===== config.mk =====
export PLATFORM = sky130hd
export DESIGN_NAME = mem_dados_arbiter_flat
export DESIGN_NICKNAME = d
export VERILOG_FILES = /design/src/rtl/mem_dados_arbiter_if.sv /design/src/rtl/mem_dados_arbiter.sv /design/src/flat_wrapper.sv
export SDC_FILE = /design/constraint.sdc
export NUM_CORES = 1
export LEC_CHECK = 0
export CAP_MARGIN = 20
export CORE_MARGIN = 10
export CORE_UTILIZATION = 40
export DETAILED_ROUTE_END_ITERATION = 16
export GPL_ROUTABILITY_DRIVEN = 0
export PLACE_DENSITY = 0.91
export SYNTH_ARGS = -nofsm -noshare
export SYNTH_HDL_FRONTEND = slang
export SYNTH_SLANG_ARGS = --single-unit

===== constraint.sdc =====
create_clock -name clk -period 5.03 [get_ports clk]
set_input_delay 1.006 -clock clk [delete_from_list [all_inputs] [get_ports clk]]
set_output_delay 1.006 -clock clk [all_outputs]
set_load 0.05 [all_outputs]

===== src/rtl/mem_dados_arbiter_if.sv =====
// mem_dados_arbiter_if: CPU/debug requester ports and data-memory bus for mem_dados_arbiter
interface mem_dados_arbiter_if;
  logic        cpu_req, cpu_we, cpu_ack;
  logic [31:0] cpu_addr, cpu_wdata, cpu_rdata;
  logic        dbg_req, dbg_we, dbg_ack;
  logic [31:0] dbg_addr, dbg_wdata, dbg_rdata;
  logic [31:0] mem_endereco, mem_dado, mem_readdata;
  logic        mem_memwrite, mem_memread;
  modport slave (
    input  cpu_req, cpu_we, cpu_addr, cpu_wdata, dbg_req, dbg_we, dbg_addr, dbg_wdata, mem_readdata,
    output cpu_ack, cpu_rdata, dbg_ack, dbg_rdata, mem_endereco, mem_dado, mem_memwrite, mem_memread
  );
  modport master (
    output cpu_req, cpu_we, cpu_addr, cpu_wdata, dbg_req, dbg_we, dbg_addr, dbg_wdata, mem_readdata,
    input  cpu_ack, cpu_rdata, dbg_ack, dbg_rdata, mem_endereco, mem_dado, mem_memwrite, mem_memread
  );
endinterface


===== src/rtl/mem_dados_arbiter.sv =====
// mem_dados_arbiter: round-robin CPU/debug arbiter for the data memory; MEM_ADDR_CHECK_EN enables out-of-range address errors
module mem_dados_arbiter #(
  parameter int ADDR_W = 5,
  parameter int DEPTH  = 2**ADDR_W
) (
  input  logic                clk,
  input  logic                rst_n,
  mem_dados_arbiter_if.slave  bus,
  output logic                busy,
  output logic                err
);
  typedef enum logic [2:0] {IDLE, RD_ISSUE, RD_WAIT, WR_ISSUE, DONE} state_t;
  state_t            state_q, state_d;
  logic              grant_q, grant_d, last_grant_q, last_grant_d;
  logic              we_q, we_d, err_q, err_d;
  logic [ADDR_W-1:0] addr_q, addr_d;
  logic [31:0]       wdata_q, wdata_d, cpu_rdata_q, cpu_rdata_d, dbg_rdata_q, dbg_rdata_d;
  logic              pick_dbg, bad_addr;
  logic [31:0]       req_addr;
  always_comb begin
    pick_dbg = bus.dbg_req & (~bus.cpu_req | ~last_grant_q);
    req_addr = pick_dbg ? bus.dbg_addr : bus.cpu_addr;
`ifdef MEM_ADDR_CHECK_EN
    bad_addr = req_addr >= 32'(DEPTH);
`else
    bad_addr = 1'b0;
`endif
    state_d      = state_q;
    grant_d      = grant_q;
    last_grant_d = last_grant_q;
    we_d         = we_q;
    addr_d       = addr_q;
    wdata_d      = wdata_q;
    err_d        = 1'b0;
    cpu_rdata_d  = cpu_rdata_q;
    dbg_rdata_d  = dbg_rdata_q;
    case (state_q)
      IDLE: if (bus.cpu_req | bus.dbg_req) begin
        grant_d = pick_dbg;
        we_d    = pick_dbg ? bus.dbg_we : bus.cpu_we;
        addr_d  = req_addr[ADDR_W-1:0];
        wdata_d = pick_dbg ? bus.dbg_wdata : bus.cpu_wdata;
        err_d   = bad_addr;
        state_d = bad_addr ? DONE : we_d ? WR_ISSUE : RD_ISSUE;
        cpu_rdata_d = (bad_addr & ~pick_dbg) ? '0 : cpu_rdata_q;
        dbg_rdata_d = (bad_addr & pick_dbg) ? '0 : dbg_rdata_q;
      end
      RD_ISSUE: state_d = RD_WAIT;
      RD_WAIT: begin
        cpu_rdata_d = grant_q ? cpu_rdata_q : bus.mem_readdata;
        dbg_rdata_d = grant_q ? bus.mem_readdata : dbg_rdata_q;
        state_d     = DONE;
      end
      WR_ISSUE: state_d = DONE;
      DONE: begin
        last_grant_d = grant_q;
        err_d        = err_q;
        state_d      = IDLE;
      end
      default: state_d = IDLE;
    endcase
  end
  always_ff @(posedge clk or negedge rst_n) begin
    if (!rst_n) begin
      state_q      <= IDLE;
      grant_q      <= 1'b0;
      last_grant_q <= 1'b1;
      we_q         <= 1'b0;
      err_q        <= 1'b0;
      addr_q       <= '0;
      wdata_q      <= '0;
      cpu_rdata_q  <= '0;
      dbg_rdata_q  <= '0;
    end else begin
      state_q      <= state_d;
      grant_q      <= grant_d;
      last_grant_q <= last_grant_d;
      we_q         <= we_d;
      err_q        <= err_d;
      addr_q       <= addr_d;
      wdata_q      <= wdata_d;
      cpu_rdata_q  <= cpu_rdata_d;
      dbg_rdata_q  <= dbg_rdata_d;
    end
  end
  always_comb begin
    bus.mem_memread  = state_q == RD_ISSUE;
    bus.mem_memwrite = state_q == WR_ISSUE;
    bus.mem_endereco = (bus.mem_memread | bus.mem_memwrite) ? {{(32-ADDR_W){1'b0}}, addr_q} : '0;
    bus.mem_dado     = bus.mem_memwrite ? wdata_q : '0;
    bus.cpu_ack      = (state_q == DONE) & ~grant_q;
    bus.dbg_ack      = (state_q == DONE) & grant_q;
    bus.cpu_rdata    = cpu_rdata_q;
    bus.dbg_rdata    = dbg_rdata_q;
    busy             = state_q != IDLE;
    err              = (state_q == DONE) & err_q;
  end
endmodule


===== src/flat_wrapper.sv =====
// flat-port wrapper written by rule: the top's interface ports become plain ports
module mem_dados_arbiter_flat 
#(
  parameter int ADDR_W = 5,
  parameter int DEPTH  = 2**ADDR_W
)
  (clk, rst_n, busy, err, bus_cpu_req, bus_cpu_we, bus_cpu_addr, bus_cpu_wdata, bus_dbg_req, bus_dbg_we, bus_dbg_addr, bus_dbg_wdata, bus_mem_readdata, bus_cpu_ack, bus_cpu_rdata, bus_dbg_ack, bus_dbg_rdata, bus_mem_endereco, bus_mem_dado, bus_mem_memwrite, bus_mem_memread);
  mem_dados_arbiter_if bus_i ();
  input  logic clk;
  input  logic rst_n;
  output logic busy;
  output logic err;
  input wire logic [$bits(bus_i.cpu_req)-1:0] bus_cpu_req;
  input wire logic [$bits(bus_i.cpu_we)-1:0] bus_cpu_we;
  input wire logic [$bits(bus_i.cpu_addr)-1:0] bus_cpu_addr;
  input wire logic [$bits(bus_i.cpu_wdata)-1:0] bus_cpu_wdata;
  input wire logic [$bits(bus_i.dbg_req)-1:0] bus_dbg_req;
  input wire logic [$bits(bus_i.dbg_we)-1:0] bus_dbg_we;
  input wire logic [$bits(bus_i.dbg_addr)-1:0] bus_dbg_addr;
  input wire logic [$bits(bus_i.dbg_wdata)-1:0] bus_dbg_wdata;
  input wire logic [$bits(bus_i.mem_readdata)-1:0] bus_mem_readdata;
  output wire logic [$bits(bus_i.cpu_ack)-1:0] bus_cpu_ack;
  output wire logic [$bits(bus_i.cpu_rdata)-1:0] bus_cpu_rdata;
  output wire logic [$bits(bus_i.dbg_ack)-1:0] bus_dbg_ack;
  output wire logic [$bits(bus_i.dbg_rdata)-1:0] bus_dbg_rdata;
  output wire logic [$bits(bus_i.mem_endereco)-1:0] bus_mem_endereco;
  output wire logic [$bits(bus_i.mem_dado)-1:0] bus_mem_dado;
  output wire logic [$bits(bus_i.mem_memwrite)-1:0] bus_mem_memwrite;
  output wire logic [$bits(bus_i.mem_memread)-1:0] bus_mem_memread;
  assign bus_i.cpu_req = bus_cpu_req;
  assign bus_i.cpu_we = bus_cpu_we;
  assign bus_i.cpu_addr = bus_cpu_addr;
  assign bus_i.cpu_wdata = bus_cpu_wdata;
  assign bus_i.dbg_req = bus_dbg_req;
  assign bus_i.dbg_we = bus_dbg_we;
  assign bus_i.dbg_addr = bus_dbg_addr;
  assign bus_i.dbg_wdata = bus_dbg_wdata;
  assign bus_i.mem_readdata = bus_mem_readdata;
  assign bus_cpu_ack = bus_i.cpu_ack;
  assign bus_cpu_rdata = bus_i.cpu_rdata;
  assign bus_dbg_ack = bus_i.dbg_ack;
  assign bus_dbg_rdata = bus_i.dbg_rdata;
  assign bus_mem_endereco = bus_i.mem_endereco;
  assign bus_mem_dado = bus_i.mem_dado;
  assign bus_mem_memwrite = bus_i.mem_memwrite;
  assign bus_mem_memread = bus_i.mem_memread;
  mem_dados_arbiter #(.ADDR_W(ADDR_W), .DEPTH(DEPTH)) u_core (.clk(clk), .rst_n(rst_n), .bus(bus_i), .busy(busy), .err(err));
endmodule

==> results.tsv, run 1 <==
stage	metric	value	unit
sta	fmax	286.1	MHz
critical_path	WS Path Type	reg2out	
route	number of routed nets with antenna violations	0	
route	vias	3731	
synthesis	async set-or-reset flop fraction in the synthesized netlist	100.0	%
critical_path	crit path capture type	primary output	
route	DRC violations left	0	
grt	gr usage total	16.79	%
grt	grt ovf	0	
die	CORE AREA	0.01156	mm^2
layout	layout cells sized above 1	17.28	%
grt	vias in the first global route	4081	
sta	Final setup viols	0	
sta	unrepaired setup endpoints after global routing	no	
clocking	CTS H-tree depth	3	
layout	diode count	0	
critical_path	CP Launch Type	flip-flop	
grt	antenna violations before repair	0	
synthesis	post-synth cell types	29	
critical_path	R2R setup slack	2380	ps
clocking	Hold-fix buffers, CTS	0	
die	I/O pin cnt	300	
critical_path	Arrival @ worst endpoint	2490	ps
layout	area grow syn2layout	52.52	%
route	DR vias/cell	5.211	
run_status	run status	finished, final reports clean	
synthesis	Post-Syn Instances	365	
synthesis	Seq cells post-synth	106	
power_and_ir_drop	worst vdd ir	0.2617	mV
clocking	clk_lat worst skew	330	ps
clocking	CTS root buf	clkbuf_16	
die	full die area	0.01671	mm^2
clocking	deepest clock path buffer count	2	
layout	multi-input logic area	0.001861	mm^2
sta	time the worst path needs with I/O delays and setup	3495	ps
clocking	Clk pin slew, worst setup/hold paths	70	ps
route	DRT Wirelength	14900	um
power_and_ir_drop	Leak	0.003014	uW
synthesis	Yosys Warn Count	0	
sta	final period utilization	69.48	%
clocking	post-CTS sizing	0	
critical_path	CP max FO	42	
route	iteration-0 DRC count of the detailed router	215	
grt	largest net degree at the start of global routing	57	
placed_design	I/O Buffers	217	
route	Routed WL per cell	20.81	um
synthesis	Avg Cell Area, Syn	13.08	um^2
layout	# nets final	735	
synthesis	sequential area share after synthesis	55.58	%
synthesis	ys flop type	dfrtp_1	
sta	Max Transition Viols Final	0	
layout	commonest non-fill, non-tap cell in the layout	clkdlybuf4s50_1	
layout	Fillers	824	
sta	Hold Violations, Final	0	
placed_design	Post-DP HPWL	11490	um
power_and_ir_drop	Pwr per Cell Area	749.8	mW/mm^2
synthesis	mapped cell area	0.004775	mm^2
flow_run	max_cap viols	0	
clocking	Num CTS Buffers	9	
sta	Worst slew margin	55.49	%
sta	Slew @ Worst Pin	667.6	ps
synthesis	EDFF count, synth	0	
die	initial core utilization	41.29	%
worst_hold_path	hold depth	1	
clocking	TritonCTS clock tree	done	
grt	first-pass GRT wire length	22180	um
critical_path	data required time of the worst path	4020	ps
critical_path	reg2reg end	u_core.wdata_q[31]	
clocking	post-CTS setup buffers	0	
sta	Fin Clk Skew	9.962	ps
sta	setup_tns	0	ps
critical_path	FF-to-FF path depth	6	
layout	Reg area	0.002654	mm^2
worst_hold_path	hold_sp	u_core.bus.dbg_rdata[14]	
die	# rows	39	
die	die height	129.3	um
die	DIE WIDTH	129.3	um
route	Detailed Routing Iterations Pass 1	5	
clocking	clk sinks	106	
worst_hold_path	WHS Endpoint	u_core.bus.dbg_rdata[14]	
worst_hold_path	Hold Path Class	reg2reg	
sta	hold slack	489.9	ps
critical_path	RR Startpoint	u_core.state_q[0]	
layout	most frequent cells in the layout	clkdlybuf4s50_1 (216), dfrtp_1 (105), mux2_2 (63)	
worst max-delay path, cell delays in order (launching register included):
cell and delay (ps):
dfrtp_1 560, buf_16 220, or3_1 130, buf_4 340
clkdlybuf4s50_1 880
where the power goes:
group / internal (uW) / leakage, uW / switching [uW]
Sequential: 1290 / 0.00123 / 269
Combinational: 1210 / 0.00163 / 1940
Clock: 438 / 0.000158 / 314
Total: 2940 / 0.00301 / 2520
worst max-delay path by stage:
stage	startpoint	to	depth (start not counted)
after floorplan	u_core.state_q[0]	bus_mem_memread	2
after global placement	u_core.state_q[0]	busy	3
after detailed placement	u_core.state_q[0]	busy	3
after CTS	u_core.state_q[0]	busy	3
after global routing	u_core.state_q[0]	busy	4
final	u_core.state_q[0]	busy	4
logic make-up (layout without fill, tap and decap cells):
kind of cell           Yosys count  in the layout  share of synthesized area [%]
DFF                            106            106                          55.58
buffers and inverters           60            241                          7.809
muxes                           64             64                          15.09
other                            1             28                        0.07854
AOI/OAI and AO/OA               43             43                          9.591
and+or+nand+nor                 91             91                          11.85
stage by stage:
| stage | setup WS [ps] | std cells | util [%] | instance area, um^2 | total power [uW] |
|---|---|---|---|---|---|
| 6_report | 1535 | 716 | 62.97 | 7282 | 5460 |
| 2_1_floorplan | 2242 | 392 | - | 4876 | 3634 |
| 3_5_place_dp | 1490 | 700 | 60.00 | 6939 | 4725 |
| 5_1_grt | 1419 | 716 | 62.97 | 7282 | 5703 |
| 4_1_cts | 1104 | 715 | 62.73 | 7254 | 5481 |
| 3_3_place_gp | 1517 | 699 | 59.76 | 6912 | 4601 |
final cells by class:
type	count	area share, %
Clock buffer	9	3.093
Clock inverter	6	1.237
Inverter	1	0.05155
Multi-Input combinational cell	226	25.55
Sequential cell	106	36.44
Tap cell	143	2.457
Timing Repair Buffer	225	31.17
synth_stat cells (2+ instances only):
cell type  count  area share, %
nand2_1        2           0.16
nor2b_1        2           0.26
buf_4         28            4.4
clkbuf_1      17            1.3
buf_2         10            1.0
buf_6          4           0.94
o221a_1       30            7.1
dfrtp_1      105             55
nor2_1         4           0.31
mux2_2        63             15
o221a_2        7            1.7
and3_1        33            4.3
and2_1         6           0.79
or3_1         38            5.0
o21ai_0        2           0.21
metal layers:
metal | part of all wire [%] | wire length (um) | global-route usage [%] | vias to the layer above
li1 | - | - | - | 1691
met1 | 39 | 5873 | 18.76 | 1838
met2 | 47 | 7022 | 28.44 | 188
met3 | 12 | 1855 | 7.912 | 14
met4 | 1.0 | 149 | 4.147 | 0
met5 | 0 | 0 | 0 | -
state kept, by name (all words and copies together) (netlist names):
signal,cells
u_core.addr_q,5
u_core.bus.cpu_rdata,32
u_core.bus.dbg_rdata,32
u_core.grant_q,1
u_core.last_grant_q,1
u_core.state_q,3
u_core.wdata_q,32
No activity file was read; power rests on OpenSTA's default activity.
==> inputs of run 2 (changes only) <==
--- a/config.mk
+++ b/config.mk
@@ -7,10 +7,10 @@
 export LEC_CHECK = 0
 export CAP_MARGIN = 20
 export CORE_MARGIN = 10
-export CORE_UTILIZATION = 40
+export CORE_UTILIZATION = 37
 export DETAILED_ROUTE_END_ITERATION = 16
 export GPL_ROUTABILITY_DRIVEN = 0
-export PLACE_DENSITY = 0.91
+export PLACE_DENSITY = 0.85
 export SYNTH_ARGS = -nofsm -noshare
 export SYNTH_HDL_FRONTEND = slang
 export SYNTH_SLANG_ARGS = --single-unit
==> constraint.sdc (replaced) <==
create_clock -name clk -period 3.6 [get_ports clk]
set_input_delay 0.72 -clock clk [delete_from_list [all_inputs] [get_ports clk]]
set_output_delay 0.72 -clock clk [all_outputs]
set_load 0.05 [all_outputs]
==> results.tsv, run 2 (synthesis results as in run 1) <==
stage	metric	value	unit
critical_path	CP Launch Type	flip-flop	
critical_path	CP max FO	27	
route	number of routed nets with antenna violations	0	
layout	post-route cell area	0.007283	mm^2
clocking	post-CTS sizing	0	
clocking	post-CTS setup buffers	0	
placed_design	Area after DPL	0.006978	mm^2
critical_path	CP Cell Sequence	buf_16 -> nor2b_1 -> and2_1 -> clkdlybuf4s50_1	
grt	largest net degree at the start of global routing	63	
worst_hold_path	Hold Path Class	in2async	
power_and_ir_drop	Pwr per Cell Area	1028	mW/mm^2
clocking	clk sinks	106	
critical_path	data required time of the worst path	2880	ps
placed_design	Post-DP HPWL	11270	um
clocking	deepest clock path buffer count	2	
power_and_ir_drop	worst vdd ir	0.3075	mV
critical_path	Crit. Startpoint	u_core.state_q[0]	
clocking	TritonCTS clock tree	done	
critical_path	RR Startpoint	u_core.state_q[0]	
die	DIE WIDTH	133.6	um
sta	final period utilization	88.08	%
route	DRC violations left	0	
clocking	CTS H-tree depth	3	
grt	antenna violations before repair	0	
die	initial core utilization	37.83	%
sta	Hold Violations, Final	0	
die	# rows	41	
flow_run	max_cap viols	0	
grt	grt ovf	0	
grt	vias in the first global route	4062	
sta	unrepaired setup endpoints after global routing	no	
die	I/O pin cnt	300	
sta	fmax	315.4	MHz
die	full die area	0.01785	mm^2
route	vias	3771	
critical_path	Slowest-stage cell, CP	clkdlybuf4s50_1	
layout	area grow syn2layout	52.54	%
power_and_ir_drop	Leak	0.002991	uW
die	die height	133.6	um
critical_path	crit path capture type	primary output	
run_status	run status	finished, final reports clean	
clocking	Clk pin slew, worst setup/hold paths	70	ps
layout	# nets final	735	
critical_path	WS Path Type	reg2out	
layout	Fillers	1044	
route	Detailed Routing Iterations Pass 1	4	
clocking	CTS root buf	clkbuf_16	
route	iteration-0 DRC count of the detailed router	157	
layout	commonest non-fill, non-tap cell in the layout	clkdlybuf4s50_1	
critical_path	Top delay family on crit path	buffers and inverters	
route	Routed WL per cell	19.79	um
grt	first-pass GRT wire length	23030	um
clocking	Num CTS Buffers	9	
sta	Max Transition Viols Final	0	
placed_design	I/O Buffers	217	
power_and_ir_drop	Power, Total	7488	uW
sta	time the worst path needs with I/O delays and setup	3171	ps
clocking	Hold-fix buffers, CTS	0	
grt	gr usage total	15.83	%
sta	Worst slew margin	45.80	%
sta	Fin Clk Skew	14.23	ps
layout	most frequent cells in the layout	clkdlybuf4s50_1 (215), dfrtp_1 (105), mux2_2 (63)	
critical_path	Arrival @ worst endpoint	2450	ps
route	DR vias/cell	5.055	
die	CORE AREA	0.01262	mm^2
sta	Final setup viols	0	
clocking	clk_lat worst skew	340	ps
layout	diode count	0	
critical_path	Critical path buffers and inverters	2	
sta	setup_tns	0	ps
critical_path	Critical Path Max Stage Delay	800	ps
layout	layout cells sized above 1	17.42	%
route	DRT Wirelength	14760	um
sta	Slew @ Worst Pin	813.0	ps
run 2: power breakdown:
group | total (uW) | internal (uW) | switching (uW)
logic | 4410 | 1690 | 2720
registers | 2160 | 1800 | 357
clock network | 920 | 477 | 443
total | 7490 | 3960 | 3520
run 2: routing by layer:
layer | wire [um] | part of all wire (%) | up-vias | GRT usage, %
li1 | - | - | 1699 | -
met1 | 6482 | 44 | 1859 | 19.57
met2 | 6935 | 47 | 195 | 25.96
met3 | 1102 | 7.5 | 18 | 4.887
met4 | 242 | 1.6 | 0 | 4.655
met5 | 0 | 0 | - | 0
run 2: stage by stage:
step	util [%]	std cells	worst slack [ps]	hold WS (ps)
after CTS	57.50	745	106.1	401.2
after global placement	55.29	729	532.1	472.3
after detailed placement	55.29	729	473.8	494.0
after floorplan	-	392	1098	424.4
after global routing	57.71	746	272.9	422.4
final	57.71	746	429.0	377.9
run 2: area by class of cell:
| class | instances | area [um^2] | area share, % |
|---|---|---|---|
| timing repair buffer | 225 | 2272 | 31.20 |
| multi-input combinational | 226 | 1861 | 25.55 |
| sequential | 106 | 2654 | 36.44 |
| clock buffer | 10 | 229.0 | 3.144 |
| clock inverter | 6 | 48.80 | 0.6700 |
| inverter | 1 | 3.754 | 0.05154 |
| tap | 172 | 215.2 | 2.955 |
run 2: worst paths after layout:
kind / endpoint / slack (ps) / depth (start not counted)
min: u_core.bus.dbg_rdata[8] / 380 / 1
max: bus_mem_endereco[3] / 430 / 4
max in group asynchronous: u_core.last_grant_q / 2410 / 2
min reg2reg: u_core.bus.dbg_rdata[31] / 510 / 1
min in group clk: u_core.bus.dbg_rdata[31] / 510 / 1
max reg2reg: u_core.wdata_q[31] / 880 / 5
run 2: worst register-to-register path: stages, from the launching register on:
cell	delay [ps]
dfrtp_1	560
buf_16	250
or3_1	720
or3b_1	480
buf_4	260
o221a_2	340
